===== src/rtl/pipeline_hazard_unit_pkg.sv =====
// Shared types for the hazard/forwarding controller: scoreboard entry layout,
// default widths and the bubble entry pushed on stall or flush.
package pipeline_hazard_unit_pkg;

    localparam int DEF_DATA_W = 16;
    localparam int DEF_ADDR_W = 3;

    // Destination field is sized for the widest supported register file;
    // narrower instances zero-extend on issue and compare.
    localparam int SB_DST_W = 8;

    typedef struct packed {
        logic                valid;
        logic [SB_DST_W-1:0] dst;
        logic                reg_write;
        logic                is_load;
    } sb_entry_t;

    localparam sb_entry_t SB_BUBBLE = '0;

endpackage


===== src/rtl/pipeline_hazard_unit_hazard_match.sv =====
// Scans the in-flight scoreboard for the youngest writer of one source
// register and reports whether its result can already be forwarded.
module hazard_match
    import pipeline_hazard_unit_pkg::*;
#(
    parameter int ADDR_W     = DEF_ADDR_W,
    parameter int STAGES     = 3,
    parameter int LOAD_READY = 1,
    parameter int IDX_W      = $clog2(STAGES)
) (
    input  sb_entry_t         sb_i [STAGES],
    input  logic              id_valid_i,
    input  logic [ADDR_W-1:0] src_i,
    input  logic              use_i,
    output logic              hit_o,
    output logic [IDX_W-1:0]  slot_o,
    output logic              ready_o
);

    logic [SB_DST_W-1:0] src_ext;

    assign src_ext = SB_DST_W'(src_i);

    // Walk oldest to youngest so the lowest matching slot is the one left standing.
    always_comb begin
        hit_o   = 1'b0;
        slot_o  = '0;
        ready_o = 1'b0;
        for (int k = STAGES - 1; k >= 0; k--) begin
            if (sb_i[k].valid && sb_i[k].reg_write && (sb_i[k].dst == src_ext)
                && use_i && id_valid_i) begin
                hit_o   = 1'b1;
                slot_o  = IDX_W'(k);
                ready_o = !sb_i[k].is_load || (k >= LOAD_READY);
            end
        end
    end

endmodule


===== src/rtl/pipeline_hazard_unit.sv =====
// Hazard and forwarding controller at the decode/execute boundary: tracks
// in-flight writers, forwards operands, inserts load-use stalls, counts events.
module pipeline_hazard_unit
    import pipeline_hazard_unit_pkg::*;
#(
    parameter int DATA_W     = DEF_DATA_W,
    parameter int ADDR_W     = DEF_ADDR_W,
    parameter int STAGES     = 3,
    parameter int LOAD_READY = 1,
    parameter int CNT_W      = 16
) (
    input  logic                     clk,
    input  logic                     reset,
    input  logic                     id_valid,
    input  logic [ADDR_W-1:0]        id_src1,
    input  logic [ADDR_W-1:0]        id_src2,
    input  logic                     id_use1,
    input  logic                     id_use2,
    input  logic [ADDR_W-1:0]        id_dst,
    input  logic                     id_reg_write,
    input  logic                     id_mem_read,
    input  logic                     flush,
    input  logic [DATA_W*STAGES-1:0] stage_data,
    output logic                     stall,
    output logic                     fwd_en1,
    output logic                     fwd_en2,
    output logic [DATA_W-1:0]        fwd_data1,
    output logic [DATA_W-1:0]        fwd_data2,
    output logic [CNT_W-1:0]         stall_count,
    output logic [CNT_W-1:0]         fwd_count
);

    localparam int               IDX_W   = $clog2(STAGES);
    localparam logic [CNT_W-1:0] CNT_MAX = '1;

    sb_entry_t sb_q [STAGES];
    sb_entry_t sb_d [STAGES];

    logic             hit1, hit2, rdy1, rdy2;
    logic [IDX_W-1:0] slot1, slot2;

    logic [CNT_W-1:0] stall_cnt_q, stall_cnt_d;
    logic [CNT_W-1:0] fwd_cnt_q, fwd_cnt_d;
    logic [1:0]       fwd_inc;
    logic [CNT_W:0]   fwd_sum;

    hazard_match #(
        .ADDR_W    (ADDR_W),
        .STAGES    (STAGES),
        .LOAD_READY(LOAD_READY),
        .IDX_W     (IDX_W)
    ) u_match1 (
        .sb_i      (sb_q),
        .id_valid_i(id_valid),
        .src_i     (id_src1),
        .use_i     (id_use1),
        .hit_o     (hit1),
        .slot_o    (slot1),
        .ready_o   (rdy1)
    );

    hazard_match #(
        .ADDR_W    (ADDR_W),
        .STAGES    (STAGES),
        .LOAD_READY(LOAD_READY),
        .IDX_W     (IDX_W)
    ) u_match2 (
        .sb_i      (sb_q),
        .id_valid_i(id_valid),
        .src_i     (id_src2),
        .use_i     (id_use2),
        .hit_o     (hit2),
        .slot_o    (slot2),
        .ready_o   (rdy2)
    );

    // Flush squashes the decode instruction, so waiting on its operands is moot.
    assign stall = id_valid && !flush && ((hit1 && !rdy1) || (hit2 && !rdy2));

    assign fwd_en1   = hit1 && rdy1 && !stall;
    assign fwd_en2   = hit2 && rdy2 && !stall;
    assign fwd_data1 = fwd_en1 ? stage_data[int'(slot1)*DATA_W +: DATA_W] : '0;
    assign fwd_data2 = fwd_en2 ? stage_data[int'(slot2)*DATA_W +: DATA_W] : '0;

    // The pipeline behind decode never holds, so the scoreboard shifts every cycle.
    always_comb begin
        sb_d[0]           = SB_BUBBLE;
        sb_d[0].valid     = id_valid && !stall && !flush;
        sb_d[0].dst       = SB_DST_W'(id_dst);
        sb_d[0].reg_write = id_reg_write;
        sb_d[0].is_load   = id_mem_read;
        for (int k = 1; k < STAGES; k++) begin
            sb_d[k] = sb_q[k-1];
        end
    end

    always_ff @(posedge clk or negedge reset) begin
        if (!reset) begin
            for (int k = 0; k < STAGES; k++) begin
                sb_q[k] <= SB_BUBBLE;
            end
        end else begin
            for (int k = 0; k < STAGES; k++) begin
                sb_q[k] <= sb_d[k];
            end
        end
    end

    assign fwd_inc = {1'b0, fwd_en1} + {1'b0, fwd_en2};
    assign fwd_sum = {1'b0, fwd_cnt_q} + (CNT_W+1)'(fwd_inc);

    always_comb begin
        stall_cnt_d = stall_cnt_q;
        if (stall && (stall_cnt_q != CNT_MAX)) begin
            stall_cnt_d = stall_cnt_q + CNT_W'(1);
        end
        fwd_cnt_d = fwd_sum[CNT_W-1:0];
        if (fwd_sum > {1'b0, CNT_MAX}) begin
            fwd_cnt_d = CNT_MAX;
        end
    end

    always_ff @(posedge clk or negedge reset) begin
        if (!reset) begin
            stall_cnt_q <= '0;
            fwd_cnt_q   <= '0;
        end else begin
            stall_cnt_q <= stall_cnt_d;
            fwd_cnt_q   <= fwd_cnt_d;
        end
    end

    assign stall_count = stall_cnt_q;
    assign fwd_count   = fwd_cnt_q;

endmodule


===== config.mk =====
export PLATFORM = sky130hd
export DESIGN_NAME = pipeline_hazard_unit
export DESIGN_NICKNAME = d
export VERILOG_FILES = /design/src/rtl/pipeline_hazard_unit_pkg.sv /design/src/rtl/pipeline_hazard_unit_hazard_match.sv /design/src/rtl/pipeline_hazard_unit.sv
export SDC_FILE = /design/constraint.sdc
export NUM_CORES = 1
export LEC_CHECK = 0
export CAP_MARGIN = 20
export CORE_UTILIZATION = 40
export DETAILED_ROUTE_END_ITERATION = 8
export PLACE_DENSITY = 0.78
export RECOVER_POWER = 25
export SYNTH_ARGS = -nofsm -noshare
export SYNTH_HDL_FRONTEND = slang
export SYNTH_SLANG_ARGS = --single-unit

===== constraint.sdc =====
create_clock -name clk -period 4.1 [get_ports clk]
set_input_delay 0.615 -clock clk [delete_from_list [all_inputs] [get_ports clk]]
set_output_delay 0.615 -clock clk [all_outputs]
set_load 0.03 [all_outputs]

==> reports/qor.txt, run 1 <==
status: complete, but fails checks
failing checks: capacitance limit, slew limit
Tcrit/Tclk final: 0.9720
gr usage total: 0.2362
RSZ-0062 raised after global routing: no
CP Class: in -> out
Clock Skews: 0.009537 ns
standby leakage power: 1.904 nW
CP max-delay cell: clkdlybuf4s50_1
Rel. slew slack: -0.4658
Tightest Hold Check Type: in -> async
Worst Tran Pin Value: 2.199 ns
Final Worst Setup Slack: 0.1149 ns
Seq/Total Area, Yosys: 0.4152
CP Data Arrival Time: 3.37 ns
Synth-to-Final Area Change: 55.88%
WHS: 0.1958 ns
worst stage delay on the critical path: 0.60 ns
delay-heaviest family, CP: buffers and inverters
hpwl dp: 6947 um
Yosys cell types: 38
Yosys top cell by area: dfrtp_1
f_max: 0.2509 GHz
Synth Warn #: 0
Max-Cap Viols: 1
Routed WL: 9222 um
largest net degree at the start of global routing: 49
CTS sink cnt: 48
Post-Syn Nets: 378
ANT cells: 0
Die Ht: 87.04 um
die width: 87.04 um
Clock Latency Late Sink: 0.29 ns
CTS tree: built
Most common cell on crit path: clkdlybuf4s50_1
max layer used: met4
R2R depth: 12
peak fanout along the critical path: 16
CTS Buf Count: 5
crit end category: output pin
Initial Util: 0.4188
Final Non-Filler Cells: 550
1st-iter DRT viols: 164
worst reg-to-reg setup slack: 0.87 ns
# setup viols final: 0
finished layout cell area: 0.004509 mm2
core area: 0.006907 mm2
ranking of synthesized cells by area: dfrtp_1 (42%), xor2_1 (10%), a222oi_1 (5.5%)
RR Startpoint: sb_d[13]
Tot Pwr: 0.9760 mW
die area: 0.007576 mm2
WL met1: 3654 um
vias in the first global route: 2,910
most common library cell in the layout ignoring fill and taps: clkdlybuf4s50_1
Final Wtd Congestion: 0.8292
Clock transition at path regs: 0.09 ns
# DRC: 0
met3 wire len: 906 um
Final TNS setup: 0 ns
Max VDD drop: 0.0001717 V
Avg Inst Size Synth: 9.332 um2
PortBufs: 131
first-pass GRT wire length: 13,900 um
CP Cell Sequence: clkdlybuf4s50_1 > buf_4 > xor2_1 > nor4_4 > and3b_2 > a222oi_1 > nor2_1 > clkdlybuf4s50_1
ANT nets after route: 0
wire per inst: 16.77 um
root buf cell: clkbuf_8
Vias: 3,051
H-tree depth: 2
Worst EP required: 3.48 ns
mapped cell area: 0.002893 mm2
metal2 WL: 4483 um
Worst Path Buf+Inv: 3
# nets final: 522
drt pass-1 iters: 6
Pwr Density: 216.4 mW/mm2
number of core rows: 30
Crit path depth: 8
Post-Place Cells: 540
fillers: 588
share of layout cells above drive strength 1: 0.09912
Reg-to-Reg End: fwd_count[10]
minimum clock period: 3.985 ns
Longest Clk Path Bufs: 2
Synth top area share: 0.4152
initial antenna violation count: 0
startpoint types: input pin
FF+latch count, synth: 48
Ports: 132
Post-DP Area: 0.004405 mm2
Final Hold Fails: 0
max-slew violation count: 43
fin util: 0.6529
pre-CTS setup slack: -0.1061 ns
Post-CTS Hold Buffers: 0
most frequent cells in the layout: clkdlybuf4s50_1 (128), dfrtp_1 (48), nand2_1 (41)
Via density: 5.547
gr ovfl total: 0
Syn Inst Count: 310
[flip-flops by register name (all words and copies together), names as in the netlist]
register and cells:
fwd_count 16, sb_q 5, sb_d 11, stall_count 16
[cells by family (layout without fill, tap and decap cells)]
family | after synthesis | after routing | synth area share
DFF | 48 | 48 | 0.4152
and+or+nand+nor | 132 | 132 | 0.2435
AOI/OAI and AO/OA | 62 | 62 | 0.1566
muxes | 6 | 6 | 0.02292
buffers and inverters | 20 | 164 | 0.02811
xor gates and xnor gates | 39 | 39 | 0.1181
adders and majority gates | 3 | 3 | 0.01557
[Yosys cell counts]
library cell  count
and2_1            2
nor2b_1           3
nand2b_1          4
o211ai_2          1
nor2_1           28
nor4_2            5
ha_1              2
nor3b_1           1
and4_1            3
buf_2             5
and3b_1           3
nand4_2           1
a31oi_1           2
a211oi_2          2
dfrtp_1          48
nor4_1            3
nand4_1           7
a22oi_1          15
mux2i_1           1
mux2_2            4
a222oi_1         16
nand4b_1          1
or3_1             1
o21ai_0           4
and3_1            2
fa_1              1
nor4_4            1
nand2_1          41
nor3_1            8
clkbuf_1         11
mux2_1            1
a21oi_1          22
inv_1             4
xor2_1           34
nand3_1          14
nor4b_1           2
or4_1             2
xnor2_1           5
[report_power, final]
part           total (mW)  internal, mW  switching [mW]
Sequential          0.513         0.494          0.0195
Clock               0.265         0.116           0.149
Combinational       0.198         0.104          0.0941
[timing repair]
item	CTS	global route
gates resized for setup	1	1
pin swaps	0	2
setup endpoints to repair	16	16
buffers inserted	0	2
[final cells by class]
| cell class | instances | area (um2) | area share |
|---|---|---|---|
| multi-input cells | 242 | 1634 | 0.3624 |
| repair buffers | 153 | 1461 | 0.3241 |
| flip-flops and latches | 48 | 1201 | 0.2664 |
| well taps | 96 | 120.1 | 0.02664 |
| clock buffers | 6 | 72.57 | 0.01609 |
| inverters | 4 | 15.01 | 0.003330 |
| clock inverters | 1 | 5.005 | 0.001110 |
[worst reg2reg max path, delay by kind of cell, from the launching register on]
| kind | cells | cell delay, ns |
|---|---|---|
| buf+inv | 1 | 0.17 |
| compound gates | 2 | 0.38 |
| xor+xnor | 2 | 0.38 |
| simple gates | 5 | 1.38 |
| fa+ha+maj | 2 | 0.39 |
| flops | 1 | 0.44 |
[per-layer routing]
metal / global-route usage / up-vias
li1: - / 1424
met2: 0.4123 / 149
met3: 0.06730 / 14
met5: 0 / -
met4: 0.09242 / 0
met1: 0.2729 / 1464
[worst max path at each step]
stage | startpoint | endpoint | slack [ns]
floorplan | id_src2[0] | fwd_count[6] | 0.23
global placement | id_src2[0] | fwd_data2[13] | -0.09
detailed placement | id_src2[2] | fwd_data2[3] | -0.11
CTS | id_valid | fwd_data2[3] | 0.003
global route | id_src2[1] | fwd_data2[15] | 0.004
finish | id_src2[0] | fwd_data2[9] | 0.11
Power figures use the tool's default switching activity.
==> run 2: changes to the inputs <==
==> constraint.sdc (replaced) <==
create_clock -name clk -period 4.6 [get_ports clk]
set_input_delay 0.69 -clock clk [delete_from_list [all_inputs] [get_ports clk]]
set_output_delay 0.69 -clock clk [all_outputs]
set_load 0.02 [all_outputs]
==> run 2 against run 1 <==
Against the previous run: the run still ends with capacitance limit, slew limit left; utilization down 0.62 points; count of clock-buffer cells in the layout shrank 1; global-route usage is 0.86 points lower; hold slack better by 0.082 ns; critical path type unchanged; routed wire length down 1.4%; highest routed layer unchanged; critical path depth decreased by 1; sequential cell count unchanged; power shrank 1.2%; setup slack improved by 0.29 ns.
==> reports/qor.txt, run 2 (same netlist as run 1, synthesis figures left out) <==
Via density: 5.649 (+1.8%)
1st-iter DRT viols: 123 (-25%)
peak fanout along the critical path: 15 (-1)
hpwl dp: 6774 um (-2.5%)
startpoint types: input pin
most frequent cells in the layout: clkdlybuf4s50_1 (130), dfrtp_1 (48), nand2_1 (41)
post-CTS setup buffer count: 0 (unchanged)
CP Cell Sequence: clkdlybuf4s50_1 > nand2_1 > nor3_1 > and3b_1 > a22oi_1 > a21oi_1 > clkdlybuf4s50_1
clock share of power: 0.357 (+0.086)
Clock transition at path regs: 0.08 ns (about the same)
CTS sink cnt: 48 (unchanged)
Sw Pwr: 0.2201 mW (-16%)
CTS tree: built
# DRC: 0 (unchanged)
failing checks: capacitance limit, slew limit
root buf cell: clkbuf_8
Final Wtd Congestion: 0.7958 (-4.0%)
initial antenna violation count: 0 (unchanged)
WL met1: 3668 um (+0.38%)
f_max: 0.2384 GHz
standby leakage power: 1.864 nW (-2.1%)
CP Class: in -> out
vias in the first global route: 2,778 (-4.5%)
metal2 WL: 4408 um (-1.7%)
met3 wire len: 921 um (+1.7%)
largest net degree at the start of global routing: 49 (unchanged)
Final Worst Setup Slack: 0.4051 ns (+0.2902 ns)
Final Hold Fails: 0 (unchanged)
Crit path depth: 7 (-1)
RSZ-0062 raised after global routing: no
pre-CTS setup slack: 0.4627 ns (+0.5688 ns)
Pwr Density: 215.8 mW/mm2 (-0.30%)
Max-Cap Viols: 1 (unchanged)
CTS Buf Count: 5 (unchanged)
Die Ht: 87.04 um (unchanged)
crit end category: output pin
share of layout cells above drive strength 1: 0.07014 (-0.02898)
minimum clock period: 4.195 ns
ANT nets after route: 0 (unchanged)
Most common cell on crit path: clkdlybuf4s50_1
CP max-delay cell: and3b_1
Reg-to-Reg End: fwd_count[0]
Comb power frac: 0.168 (-0.035)
wire per inst: 16.91 um (+0.82%)
die area: 0.007576 mm2 (unchanged)
Longest Clk Path Bufs: 2 (unchanged)
gr usage total: 0.2276 (-0.008628)
Worst EP required: 3.91 ns (+0.43 ns)
CP Data Arrival Time: 3.50 ns (+0.13 ns)
max-slew violation count: 43 (unchanged)
Worst Path Buf+Inv: 2 (-1)
Internal Pwr Total: 0.7438 mW (+4.2%)
Clock Latency Late Sink: 0.29 ns (about the same)
Worst setup endpoint: fwd_data1[12]
PortBufs: 131 (unchanged)
drt pass-1 iters: 9 (+3)
core area: 0.006907 mm2 (unchanged)
Final TNS setup: 0 ns (unchanged)
RR Startpoint: sb_d[14]
worst reg-to-reg setup slack: 1.44 ns (+0.57 ns)
delay-heaviest family, CP: buffers and inverters
Worst Tran Pin Value: 2.151 ns (-0.04779 ns)
status: complete, but fails checks
Ports: 132 (unchanged)
ANT cells: 0 (unchanged)
R2R depth: 11 (-1)
Max VDD drop: 0.0002204 V (+28%)
Tightest Hold Check Type: in -> async
Switching Share: 0.2283 (-0.04042)
# nets final: 510 (-2.3%)
worst setup path startpoint: id_valid
Initial Util: 0.4188 (unchanged)
gr ovfl total: 0 (unchanged)
Post-CTS Hold Buffers: 0 (unchanged)
worst stage delay on the critical path: 0.67 ns (+0.07 ns)
share of power burned in registers: 0.476 (-0.050)
first-pass GRT wire length: 13,460 um (-3.1%)
Vias: 3,039 (-0.39%)
Synth-to-Final Area Change: 54.41%
Routed WL: 9095 um (-1.4%)
max layer used: met4
die width: 87.04 um (unchanged)
most common library cell in the layout ignoring fill and taps: clkdlybuf4s50_1
H-tree depth: 2 (unchanged)
Tcrit/Tclk final: 0.9119
post-cts gate resize count: 0 (-1)
Clock Skews: 0.005446 ns (-0.004091 ns)
Rel. slew slack: -0.4340 (+0.03186)
number of core rows: 30 (unchanged)
# setup viols final: 0 (unchanged)
-- run 2: changes by cell type in the layout (fill, tap and decap cells not counted) --
cell             previous run  this run
a211oi_4                    1         0
bufinv_16                   0         2
buf_4                      23         9
clkdlybuf4s50_1           128       130
and3b_2                     1         0
clkinv_2                    1         0
a211oi_2                    1         2
clkbuf_1                    3         2
and3b_1                     2         3
-- run 2: power by group through the flow --
stage	logic [mW]	clock network (mW)	registers [mW]
3_3_place_gp	0.159	0	0.467
2_1_floorplan	0.0354	0	0.477
6_report	0.162	0.344	0.458
4_1_cts	0.163	0.354	0.459
5_1_grt	0.174	0.372	0.462
3_5_place_dp	0.161	0	0.468
-- run 2: metal layers --
metal | GRT usage | vias up
met4 | 0.05000 | 0
met3 | 0.06066 | 13
li1 | - | 1399
met1 | 0.2734 | 1466
met2 | 0.4066 | 161
met5 | 0 | -
-- run 2: area by class of cell --
type | instances | area, um2
Fill cell | 596 | 2440
Multi-Input combinational cell | 242 | 1625
Timing Repair Buffer | 141 | 1376
Clock inverter | 2 | 60.06
Inverter | 4 | 15.01
Clock buffer | 5 | 68.82
Sequential cell | 48 | 1201
Tap cell | 96 | 120.1
-- run 2: how the worst min path moves through the flow --
stage	start	end	cells after the start	slack, ns
2_1_floorplan	sb_d[1]	sb_q[1]	0	0.35
3_3_place_gp	sb_d[10]	sb_q[10]	0	0.36
3_5_place_dp	sb_d[10]	sb_q[10]	0	0.38
4_1_cts	sb_d[1]	sb_q[1]	0	0.40
5_1_grt	reset	fwd_count[6]	1	0.27
6_report	reset	fwd_count[9]	1	0.28
-- run 2: metrics by stage --
step | hold slack, ns | power, mW | std cells | utilization | instance area (um2)
final | 0.2775 | 0.9639 | 538 | 0.6467 | 4467
after global routing | 0.2743 | 1.008 | 538 | 0.6467 | 4467
after CTS | 0.3981 | 0.9759 | 537 | 0.6464 | 4464
after detailed placement | 0.3788 | 0.6292 | 530 | 0.6277 | 4335
after global placement | 0.3607 | 0.6256 | 529 | 0.6266 | 4328
after floorplan | 0.3535 | 0.5127 | 310 | - | 2893
